[src/rtl/hamming_pkg.sv]
// Shared definitions for the Hamming(7,4) encode stage: FSM states, code
// geometry and the codeword position of every parity and data bit.
package hamming_pkg;

  localparam int DATA_BITS    = 4;
  localparam int HAMMING_BITS = 7;

  // Hamming positions are 1-based; codeword bit (k-1) holds position k.
  localparam int POS_P1 = 1;
  localparam int POS_P2 = 2;
  localparam int POS_D1 = 3;
  localparam int POS_P4 = 4;
  localparam int POS_D2 = 5;
  localparam int POS_D3 = 6;
  localparam int POS_D4 = 7;

  typedef enum logic [2:0] {
    GET_REQ = 3'd0,
    GET_REL = 3'd1,
    ENCODE  = 3'd2,
    PUT_REQ = 3'd3,
    PUT_REL = 3'd4
  } state_e;

  // One-hot flip mask for a Hamming position; position 0 selects nothing.
  function automatic logic [HAMMING_BITS-1:0] pos_mask(input logic [2:0] pos);
    logic [HAMMING_BITS-1:0] mask;
    mask = '0;
    for (int k = 0; k < HAMMING_BITS; k++) begin
      mask[k] = (pos == 3'(k + 1));
    end
    return mask;
  endfunction

endpackage

[src/rtl/hamming74_encode.sv]
// Combinational Hamming(7,4) encoder: 4 data bits to a 7-bit codeword,
// position k of the code in bit k-1.
module hamming74_encode
  import hamming_pkg::*;
(
  input  logic [DATA_BITS-1:0]    data_i,
  output logic [HAMMING_BITS-1:0] code_o
);

  logic d1, d2, d3, d4;

  always_comb begin
    d1 = data_i[0];
    d2 = data_i[1];
    d3 = data_i[2];
    d4 = data_i[3];

    code_o             = '0;
    code_o[POS_P1 - 1] = d1 ^ d2 ^ d4;
    code_o[POS_P2 - 1] = d1 ^ d3 ^ d4;
    code_o[POS_D1 - 1] = d1;
    code_o[POS_P4 - 1] = d2 ^ d3 ^ d4;
    code_o[POS_D2 - 1] = d2;
    code_o[POS_D3 - 1] = d3;
    code_o[POS_D4 - 1] = d4;
  end

endmodule

[src/rtl/hamming_encode_stage.sv]
// FIFO-to-FIFO stage: pulls 4-bit words over a four-phase get handshake,
// Hamming-encodes them (optionally SEC-DED) and pushes them four-phase.
module hamming_encode_stage
  import hamming_pkg::*;
#(
  parameter  int EXTENDED   = 0,
  parameter  int COUNT_BITS = 16,
  localparam int CODE_BITS  = HAMMING_BITS + EXTENDED
) (
  input  logic                  clock,
  input  logic                  clear_n,
  output logic                  get_req,
  input  logic                  get_ack,
  input  logic [DATA_BITS-1:0]  get_value,
  output logic                  put_req,
  input  logic                  put_ack,
  output logic [CODE_BITS-1:0]  put_value,
  input  logic                  inject_en,
  input  logic [2:0]            inject_pos,
  output logic [COUNT_BITS-1:0] words_encoded,
  output logic                  busy
);

  state_e                  state_q, state_d;
  logic                    get_req_q, get_req_d;
  logic                    put_req_q, put_req_d;
  logic                    busy_q, busy_d;
  logic [DATA_BITS-1:0]    data_q, data_d;
  logic [CODE_BITS-1:0]    put_value_q, put_value_d;
  logic [COUNT_BITS-1:0]   count_q, count_d;

  logic [HAMMING_BITS-1:0] ham_code;
  logic [HAMMING_BITS-1:0] inject_mask;
  logic [CODE_BITS-1:0]    code_full;

  hamming74_encode u_enc (
    .data_i (data_q),
    .code_o (ham_code)
  );

  assign inject_mask = inject_en ? pos_mask(inject_pos) : '0;

  // Overall parity covers the clean code, so an injected flip reads as a
  // single-bit error downstream; bit 7 itself is never flipped.
  if (EXTENDED != 0) begin : g_ext
    assign code_full = {^ham_code, ham_code ^ inject_mask};
  end else begin : g_plain
    assign code_full = ham_code ^ inject_mask;
  end

  always_comb begin
    state_d     = state_q;
    get_req_d   = get_req_q;
    put_req_d   = put_req_q;
    busy_d      = busy_q;
    data_d      = data_q;
    put_value_d = put_value_q;
    count_d     = count_q;

    unique case (state_q)
      GET_REQ: begin
        // After reset the request is low; raise it once the ack is seen low.
        if (!get_req_q) begin
          if (!get_ack) get_req_d = 1'b1;
        end else if (get_ack) begin
          data_d    = get_value;
          get_req_d = 1'b0;
          busy_d    = 1'b1;
          state_d   = GET_REL;
        end
      end
      GET_REL: begin
        if (!get_ack) state_d = ENCODE;
      end
      ENCODE: begin
        put_value_d = code_full;
        put_req_d   = 1'b1;
        state_d     = PUT_REQ;
      end
      PUT_REQ: begin
        if (put_ack) begin
          put_req_d = 1'b0;
          count_d   = count_q + COUNT_BITS'(1);
          busy_d    = 1'b0;
          state_d   = PUT_REL;
        end
      end
      PUT_REL: begin
        if (!put_ack) begin
          get_req_d = 1'b1;
          state_d   = GET_REQ;
        end
      end
      default: state_d = GET_REQ;
    endcase
  end

  always_ff @(posedge clock) begin
    if (!clear_n) begin
      state_q     <= GET_REQ;
      get_req_q   <= 1'b0;
      put_req_q   <= 1'b0;
      busy_q      <= 1'b0;
      put_value_q <= '0;
      count_q     <= '0;
    end else begin
      state_q     <= state_d;
      get_req_q   <= get_req_d;
      put_req_q   <= put_req_d;
      busy_q      <= busy_d;
      put_value_q <= put_value_d;
      count_q     <= count_d;
    end
  end

  // The held data word needs no reset: it is only read after a fresh capture.
  always_ff @(posedge clock) begin
    data_q <= data_d;
  end

  assign get_req       = get_req_q;
  assign put_req       = put_req_q;
  assign put_value     = put_value_q;
  assign words_encoded = count_q;
  assign busy          = busy_q;

endmodule

[config.mk]
export PLATFORM = sky130hd
export DESIGN_NAME = hamming_encode_stage
export DESIGN_NICKNAME = d
export VERILOG_FILES = /design/src/rtl/hamming_pkg.sv /design/src/rtl/hamming74_encode.sv /design/src/rtl/hamming_encode_stage.sv
export SDC_FILE = /design/constraint.sdc
export NUM_CORES = 1
export LEC_CHECK = 0
export CAP_MARGIN = 10
export CELL_PAD_IN_SITES_DETAIL_PLACEMENT = 0
export CELL_PAD_IN_SITES_GLOBAL_PLACEMENT = 2
export CORE_ASPECT_RATIO = 1.4
export CORE_UTILIZATION = 26
export DETAILED_ROUTE_END_ITERATION = 6
export GPL_TIMING_DRIVEN = 0
export PLACE_DENSITY = 0.77
export SYNTH_ARGS = -nofsm -noshare
export SYNTH_HDL_FRONTEND = slang
export SYNTH_SLANG_ARGS = --single-unit
[constraint.sdc]
create_clock -name clock -period 1.5 [get_ports clock]
set_input_delay 0.15 -clock clock [delete_from_list [all_inputs] [get_ports clock]]
set_output_delay 0.15 -clock clock [all_outputs]
set_load 0.005 [all_outputs]
==> run metrics <==
GRT overflow 0; Tmin final 1.445 ns; GP Congestion 0.7369; Async S/R FF share, synth 0%; Comb power frac 8.6%; first-pass GRT wire length 6072 microns; worst-path fanout max 4; Die ar. 6087 sq um; post-detailed-routing wire length 3591 microns; dpl hpwl 2519 microns; Num CTS Buffers 5; share of post-route cells with drive strength above 1 18.14%; Post-DRT Antenna Nets 0; Synth area leader dfxtp_1; Vias/cell 4.689; startpoint types flip-flop; top_reg_cell synth dfxtp_1; Ys Warns 0; Flop pwr share 49.1%; largest net degree at the start of global routing 11; # fillers 573; Vias 1327; slowest CP cell or4b_4; Syn Std Cell Area 1501 sq um; Layout Nets 227; cell with the most instances after synthesis dfxtp_1; Final Hold Viols 0; Initial Util 27.17%; Sw Pwr 0.0004316 W; Final Util 40.04%; Sw Ratio 22.57%; final slew viol count 0; RSZ-0062 raised after global routing yes; Port Buf Inserts 37; drt initial violations 40; drt pass-1 iters 4; WP data arrival 1.60 ns; DRC errors left 0; pre-CTS setup slack -0.5032 ns; Yosys top cell area share 38.67%; Critical Path RT 1.65 ns; Worst Tran Pin Value 0.5146 ns; Root Buffer clkbuf_8; clock share of power 42.4%; Pleak 0.7767 nW; number of global-route vias before repair 1293; Max clock buf depth 2; synth top area cells dfxtp_1 (39%), edfxtp_1 (8.0%), xnor2_1 (7.0%), xor2_1 (5.8%), nor2_1 (4.5%); clk slew on worst S/H paths 0.07 ns; CTS tree done; status completed; Max Cap Violations 0; Mapped Cells 162; fin crit share 96.31%; # setup viols final 0; Max Clk Rate 0.6922 GHz; cell internal pwr 0.001481 W; Ports 38; Avg Cell Area, Syn 9.268 sq um; min-delay worst type primary input to flip-flop; Unique masters post-synth 33; Net Count, Synth 175; PD cells 864.6 nW/um^2; initial antenna violation count 0; crit-path cells nand4_1, or4b_4, o21ai_1, a21oi_1; Die H 91.92 microns; VDD IR-drop max 0.5813 mV; Final Skew 0.005180 ns; Clock Latency Late Sink 0.29 ns; CP Capture Type flip-flop; number of synthesized flops with an enable pin 4; All-Layer GR Usage 13.28%; CP max stage delay 0.54 ns; crit path kind flip-flop to flip-flop; Ant. Diodes 0; CTS HTree Levels 2; Core Rows 32; Max-slew headroom 65.69%; Die W 66.23 microns; routed length per instance 12.69 microns; Clock Sinks 33; most instantiated cells after synthesis dfxtp_1 (29), nor2_1 (18), nand2_1 (15), xnor2_1 (12); Synth Register Bits 33; area grow syn2layout 47.33%; TNS Setup 0 ns; Core Region 5525 sq um; fin worst setup slack 0.05536 ns; post-synthesis sequential area ratio 46.67%
==> per-layer routing <==
metal	vias up	GRT usage, %	share of wire [%]
met3	8	3.731	3.6
met2	32	22.70	51
met4	0	6.738	2.5
li1	683	-	-
met5	-	0	0
met1	604	14.57	42
==> worst max-delay path: cells and delay by family, from the launching register on <==
| family | cells | cell delay, ns |
|---|---|---|
| compound gates | 2 | 0.20 |
| flops | 1 | 0.39 |
| simple gates | 2 | 0.72 |
==> cells by family (layout without fill, tap and decap cells) <==
kind of cell             count (synthesis)  count (layout)  synth area share [%]
multiplexers                             1               1                0.6667
AND/OR/NAND/NOR                         71              71                 26.92
flip-flops                              33              33                 46.67
XOR/XNOR                                22              22                 12.83
AO/OA/AOI/OAI                           26              26                 9.751
adder cells (fa/ha/maj)                  1               1                0.8332
buffers and inverters                    8              61                 2.333
==> layout make-up <==
type | instances | area [sq um] | area share (%)
plain buffers | 4 | 23.77 | 1.075
clock buffers | 8 | 111.4 | 5.034
inverters | 4 | 15.01 | 0.6787
multi-input cells | 121 | 825.8 | 37.33
flip-flops and latches | 33 | 721.9 | 32.64
well taps | 68 | 85.08 | 3.846
repair buffers | 45 | 429.2 | 19.40
==> layout by cell type (no fill, tap or decap), types with 3 or more instances in the layout <==
cell,n
inv_1,4
nand4b_1,5
dfxtp_1,18
dfxtp_4,3
nand4_1,3
clkbuf_8,6
nor3_1,4
o21ai_0,8
clkdlybuf4s50_1,36
xnor2_1,12
nand2_1,15
clkbuf_1,3
buf_4,8
dfxtp_2,8
nor2_1,18
nand3_1,3
xor2_1,10
edfxtp_1,4
and4_1,3
a211oi_1,5
a21oi_1,10
and3_1,4
==> power groups by stage <==
| stage | clock [W] | combinational (W) | sequential [W] |
|---|---|---|---|
| detailed placement | 0 | 0.000163 | 0.000960 |
| floorplan | 0 | 0.0000759 | 0.000956 |
| CTS | 0.000835 | 0.000165 | 0.000941 |
| global route | 0.000864 | 0.000182 | 0.000942 |
| global placement | 0 | 0.000164 | 0.000960 |
| finish | 0.000810 | 0.000164 | 0.000939 |
==> metrics by stage <==
stage / power, W / area, sq um / instances / hold slack (ns)
final: 0.001913 / 2212 / 283 / 0.3832
after global routing: 0.001988 / 2212 / 283 / 0.3951
after floorplan: 0.001032 / 1501 / 162 / 0.2489
after global placement: 0.001124 / 1957 / 267 / 0.4852
after detailed placement: 0.001123 / 1957 / 267 / 0.4819
after CTS: 0.001941 / 2132 / 279 / 0.3843
==> registers in the layout, summed over array words and instances (netlist names) <==
signal and count:
data_q 4, put_value 7, get_req 1, state_q 3
put_req 1, busy 1, words_encoded 16
==> worst paths after layout <==
kind,startpoint,endpoint,slack [ns],cells after the start
worst min-delay path,put_ack,state_q[2],0.38,2
worst max register to register,words_encoded[6],words_encoded[11],0.06,4
worst max-delay path,words_encoded[6],words_encoded[11],0.06,4
worst min register to register,words_encoded[1],words_encoded[1],0.49,2
==> repair_timing <==
item,4_1_cts,5_1_grt
hold buffers,0,0
buffers inserted,4,4
gates resized for setup,14,16
setup endpoints to repair,14,9
pin swaps,1,2
No activity file was read; power rests on OpenSTA's default activity.
==> edit 1: new RTL, config.mk and constraints unchanged <==
Re-encode `state_e` (5 states) as Gray code, 3 bits wide.
--- a/src/rtl/hamming_pkg.sv
+++ b/src/rtl/hamming_pkg.sv
@@ -15,11 +15,11 @@
   localparam int POS_D4 = 7;
 
   typedef enum logic [2:0] {
-    GET_REQ = 3'd0,
-    GET_REL = 3'd1,
-    ENCODE  = 3'd2,
-    PUT_REQ = 3'd3,
-    PUT_REL = 3'd4
+    GET_REQ = 3'b000,
+    GET_REL = 3'b001,
+    ENCODE  = 3'b011,
+    PUT_REQ = 3'b010,
+    PUT_REL = 3'b110
   } state_e;
 
   // One-hot flip mask for a Hamming position; position 0 selects nothing.
Formal check against the unedited RTL: same outputs for any inputs over 10 cycles, from zero or initial values; not proved beyond that.
==> edit 1 against the original RTL <==
- the run now ends with negative setup slack left
- sequential cell count stayed put
- worst setup slack worse by 0.26 ns
- power is 12% higher
- maximum frequency is 15% lower
- design area is 1.3% higher
- routed wire length is 5.2% higher
- clock power is 25% higher
- area after synthesis is 0.83% lower
==> edit 1: results (changes against the original RTL) <==
{
  "outcome": "finished, violations left",
  "violations_in_the_final_reports": "negative setup slack",
  "report.final.setup_viol": {"value": 11, "change": "+11"},
  "yosysSeqAreaShare": {"value": 0.471, "change": "+0.00392"},
  "finalWeightedCongestion": {"value": 0.689, "change": "-6.5%"},
  "grt_start_max_net_pins": {"value": 12, "change": "+1"},
  "grt_pass1_wl": {"value": 6120, "unit": "um", "change": "+0.79%"},
  "cts_made_buffers": {"value": 5, "change": "unchanged"},
  "route.detailed.wl_per_inst": {"value": 13.2, "unit": "um", "change": "+4.1%"},
  "synth_commonest_cells": "sky130_fd_sc_hd__dfxtp_1 (29), sky130_fd_sc_hd__nor2_1 (19), sky130_fd_sc_hd__a21oi_1 (13), sky130_fd_sc_hd__xnor2_1 (12)",
  "nFillCells": {"value": 569, "change": "-0.70%"},
  "timing.critical_path.slowest_cell_delay": {"value": 0.50, "unit": "ns", "change": "-0.04 ns"},
  "yosys-top-cells-area": "sky130_fd_sc_hd__dfxtp_1 (39%), sky130_fd_sc_hd__edfxtp_1 (8.1%), sky130_fd_sc_hd__xnor2_1 (7.1%), sky130_fd_sc_hd__xor2_1 (5.9%), sky130_fd_sc_hd__nor2_1 (4.8%)",
  "fin_nets": {"value": 230, "change": "+1.3%"},
  "totalPowerFinal": {"value": 2.15, "unit": "mW", "change": "+12%"},
  "drtIter0Drc": {"value": 80, "change": "+100%"},
  "p_leak": {"value": 0.776, "unit": "nW", "change": "about the same"},
  "synth.distinct_cells": {"value": 30, "change": "-9.1%"},
  "layout-drive-gt1-share": {"value": 0.179, "change": "-0.00250"},
  "power.share.clock": {"value": 0.468, "change": "+0.044"},
  "gr-usage-met2": {"value": 0.221, "change": "-0.00595"},
  "critPathArrivalTime": {"value": 1.92, "unit": "ns", "change": "+0.32 ns"},
  "final-instance-count-excl-fill": {"value": 286, "change": "+1.1%"},
  "dp.final_hpwl": {"value": 2450, "unit": "um", "change": "-2.6%"},
  "combinational_power_share": {"value": 0.095, "change": "+0.009"},
  "first_global_vias": {"value": 1275, "change": "-1.4%"},
  "viasPerCell": {"value": 4.75, "change": "+1.3%"},
  "grt_use_met3": {"value": 0.0389, "change": "+0.00163"},
  "drt_first_pass_iters": {"value": 4, "change": "unchanged"},
  "vdd_drop_max": {"value": 0.525, "unit": "mV", "change": "-9.7%"},
  "num_antenna_cells": {"value": 0, "change": "unchanged"},
  "timing.max_slew.rel_slack": {"value": 0.379, "change": "-0.278"},
  "global_route.usage.met1": {"value": 0.154, "change": "+0.00802"},
  "internal_power": {"value": 1.69, "unit": "mW", "change": "+14%"},
  "area.sequential": {"value": 714, "unit": "um2", "change": "-1.0%"},
  "worst_slack_after_detailed_placement": {"value": -0.528, "unit": "ns", "change": "-0.0250 ns"},
  "worst_clock_skew": {"value": 0.00379, "unit": "ns", "change": "-0.00139 ns"},
  "tns": {"value": -1.22, "unit": "ns", "change": "-1.22 ns"},
  "postLayoutSetupSlackWorst": {"value": -0.205, "unit": "ns", "change": "-0.260 ns"}
}
## edit 1: path summary, 6_finish.rpt
kind	from	end	slack [ns]	cells after the start
hold / removal	get_value[0]	data_q[0]	0.42	1
setup / recovery	state_q[0]	words_encoded[15]	-0.21	5
setup reg to reg	state_q[0]	words_encoded[15]	-0.21	5
hold reg to reg	words_encoded[1]	words_encoded[1]	0.49	2
## edit 1: area by class of cell
| type | count | area share |
|---|---|---|
| multi-input cells | 117 | 0.351 |
| flip-flops and latches | 33 | 0.319 |
| repair buffers | 50 | 0.209 |
| well taps | 68 | 0.0380 |
| clock buffers | 5 | 0.0307 |
| clock inverters | 3 | 0.0290 |
| plain buffers | 5 | 0.0151 |
| inverters | 5 | 0.00838 |
## edit 1: logic make-up after synthesis
family	count (synthesis)	synth area share
xor gates and xnor gates	22	0.129
AOI/OAI and AO/OA	29	0.109
adders and majority gates	1	0.00840
buffers and inverters	12	0.0370
and+or+nand+nor	65	0.245
DFF	33	0.471
## edit 1: timing repair
action | CTS | global route
hold buffers | 0 | 0
gates resized for setup | 18 | 7
setup buffers | 10 | 3
setup endpoints to repair | 19 | 25
pin swaps | 5 | 3
## edit 1: worst reg2reg max path, stage by stage (launching register included)
cell and delay, ns:
sky130_fd_sc_hd__dfxtp_4 0.35, sky130_fd_sc_hd__nand4bb_1 0.21, sky130_fd_sc_hd__buf_6 0.14, sky130_fd_sc_hd__or4b_4 0.50
sky130_fd_sc_hd__or3_1 0.32, sky130_fd_sc_hd__a21oi_1 0.12
## edit 1: routing by layer
metal / share of wire / vias up / routed length (um)
met4: 0.029 / 0 / 108
met5: 0 / - / 0
met1: 0.42 / 636 / 1600
met3: 0.038 / 9 / 142
met2: 0.51 / 33 / 1920
li1: - / 681 / -
==> edit 2: new RTL, config.mk and constraints unchanged <==
Without the edit above. Set the parameter `EXTENDED` to 1 (it was 0).
--- a/src/rtl/hamming_encode_stage.sv
+++ b/src/rtl/hamming_encode_stage.sv
@@ -3,7 +3,7 @@
 module hamming_encode_stage
   import hamming_pkg::*;
 #(
-  parameter  int EXTENDED   = 0,
+  parameter  int EXTENDED   = 1,
   parameter  int COUNT_BITS = 16,
   localparam int CODE_BITS  = HAMMING_BITS + EXTENDED
 ) (
Ports: changed (resized put_value); port bits go from 38 to 39. The function was not compared with the original's and may differ.
==> edit 2 against the original RTL <==
- the flow now finishes with violations (negative setup slack)
- clock power rose by 2%
- worst setup slack worse by 0.064 ns
- count of clock-buffer cells in the layout fell by 1
- sequential cell count up 1
- design area is 0.51% lower
- area after synthesis up 3.0%
- largest power group unchanged
- power up 2.8%
- routed wire length fell by 4.5%
==> edit 2: results (changes against the original RTL) <==
{
  "global_route.usage.met1": {"value": 0.137, "change": "-0.00907"},
  "drt_first_pass_iters": {"value": 4, "change": "unchanged"},
  "timing.max_slew.rel_slack": {"value": 0.614, "change": "-0.0431"},
  "placed_area": {"value": 0.00201, "unit": "mm2", "change": "+2.9%"},
  "hold_depth": {"value": 1, "change": "-1"},
  "drtIter0Drc": {"value": 31, "change": "-23%"},
  "outcome": "finished, violations left",
  "timing.critical_path.slowest_cell_delay": {"value": 0.36, "unit": "ns", "change": "-0.18 ns"},
  "dp.final_hpwl": {"value": 2480, "unit": "um", "change": "-1.4%"},
  "synth_commonest_cells": "sky130_fd_sc_hd__dfxtp_1 (30), sky130_fd_sc_hd__nor2_1 (15), sky130_fd_sc_hd__o21ai_0 (13), sky130_fd_sc_hd__a21oi_1 (12), sky130_fd_sc_hd__xor2_1 (11)",
  "grtUsageTotal": {"value": 0.122, "change": "-0.0110"},
  "syn-instance-count": {"value": 159, "change": "-1.9%"},
  "vdd_drop_max": {"value": 0.298, "unit": "mV", "change": "-49%"},
  "worst_slack_after_detailed_placement": {"value": -0.391, "unit": "ns", "change": "+0.112 ns"},
  "viasPerCell": {"value": 4.71, "change": "+0.36%"},
  "gr-usage-met2": {"value": 0.203, "change": "-0.0245"},
  "synth.net_count": {"value": 172, "change": "-1.7%"},
  "fin_nets": {"value": 223, "change": "-1.8%"},
  "drt_wl_total": {"value": 3430, "unit": "um", "change": "-4.5%"},
  "first_global_vias": {"value": 1247, "change": "-3.6%"},
  "wirelength_met1": {"value": 1440, "unit": "um", "change": "-5.5%"},
  "yosys-top-cells-area": "sky130_fd_sc_hd__dfxtp_1 (39%), sky130_fd_sc_hd__edfxtp_1 (7.8%), sky130_fd_sc_hd__xor2_1 (6.2%), sky130_fd_sc_hd__o21ai_0 (4.2%), sky130_fd_sc_hd__xnor2_1 (4.0%)",
  "critPathArrivalTime": {"value": 1.74, "unit": "ns", "change": "+0.14 ns"},
  "tns": {"value": -0.0257, "unit": "ns", "change": "-0.0257 ns"},
  "grt_pass1_wl": {"value": 5660, "unit": "um", "change": "-6.7%"},
  "cp_slowest_cell": "sky130_fd_sc_hd__dfxtp_4",
  "met2_wirelength": {"value": 1750, "unit": "um", "change": "-5.3%"},
  "number_of_i_o_port_buffers": {"value": 38, "change": "+2.7%"},
  "p_leak": {"value": 0.770, "unit": "nW", "change": "-0.88%"},
  "reg2reg_depth": {"value": 5, "change": "+1"},
  "grt_use_met3": {"value": 0.0244, "change": "-0.0129"},
  "route.vias.total": {"value": 1313, "change": "-1.1%"},
  "placedCellCount": {"value": 265, "change": "-0.75%"},
  "violations_in_the_final_reports": "negative setup slack",
  "nFillCells": {"value": 588, "change": "+2.6%"},
  "postLayoutSetupSlackWorst": {"value": -0.00842, "unit": "ns", "change": "-0.0638 ns"},
  "multi_input_comb_area": {"value": 808, "unit": "um2", "change": "-2.1%"},
  "report.final.setup_viol": {"value": 5, "change": "+5"},
  "crit_path_max_fanout": {"value": 7, "change": "+3"},
  "wl_met3": {"value": 142, "unit": "um", "change": "+8.4%"}
}
-- edit 2: changes by cell type in the layout (fill, tap and decap cells not counted), moves of 3 or more --
cell	change
sky130_fd_sc_hd__dfxtp_2	-4
sky130_fd_sc_hd__xnor2_1	-5
sky130_fd_sc_hd__dfxtp_1	+7
sky130_fd_sc_hd__nand2_1	-6
sky130_fd_sc_hd__o21ai_0	+4
sky130_fd_sc_hd__or3_1	+5
sky130_fd_sc_hd__nor2_1	-3
sky130_fd_sc_hd__nand3_1	+3
sky130_fd_sc_hd__buf_4	-3
-- edit 2: timing repair --
item                       CTS  global route
setup endpoints to repair   16            19
buffers inserted             5             1
pin swaps                    9             6
gates resized for setup      8             8
cloned                       0             0
-- edit 2: final timing paths --
kind / startpoint / to / slack (ns)
setup / recovery: state_q[2] / words_encoded[8] / -0.008
hold / removal: get_value[2] / data_q[2] / 0.42
setup reg to reg: state_q[2] / words_encoded[8] / -0.008
hold reg to reg: state_q[2] / state_q[1] / 0.46
-- edit 2: layout make-up --
cell class / instances / share of cell area
flip-flops and latches: 34 / 0.331
clock buffers: 7 / 0.0347
inverters: 4 / 0.00682
plain buffers: 4 / 0.0125
repair buffers: 44 / 0.195
multi-input cells: 117 / 0.367
clock inverters: 1 / 0.0136
well taps: 68 / 0.0387
-- edit 2: cells by family (layout without fill, tap and decap cells) --
family	count (synthesis)	in the layout	synth area share
adder cells (fa/ha/maj)	1	1	0.00809
multiplexers	2	2	0.0129
XOR/XNOR	19	19	0.117
buffers and inverters	8	60	0.0243
flip-flops	34	34	0.466
AND/OR/NAND/NOR	62	62	0.252
AO/OA/AOI/OAI	33	33	0.121
-- edit 2: where the power goes --
group          internal, mW  switching (mW)  total [mW]
combinational        0.0989          0.0730       0.172
clock                 0.497           0.330       0.827
sequential            0.944          0.0215       0.966
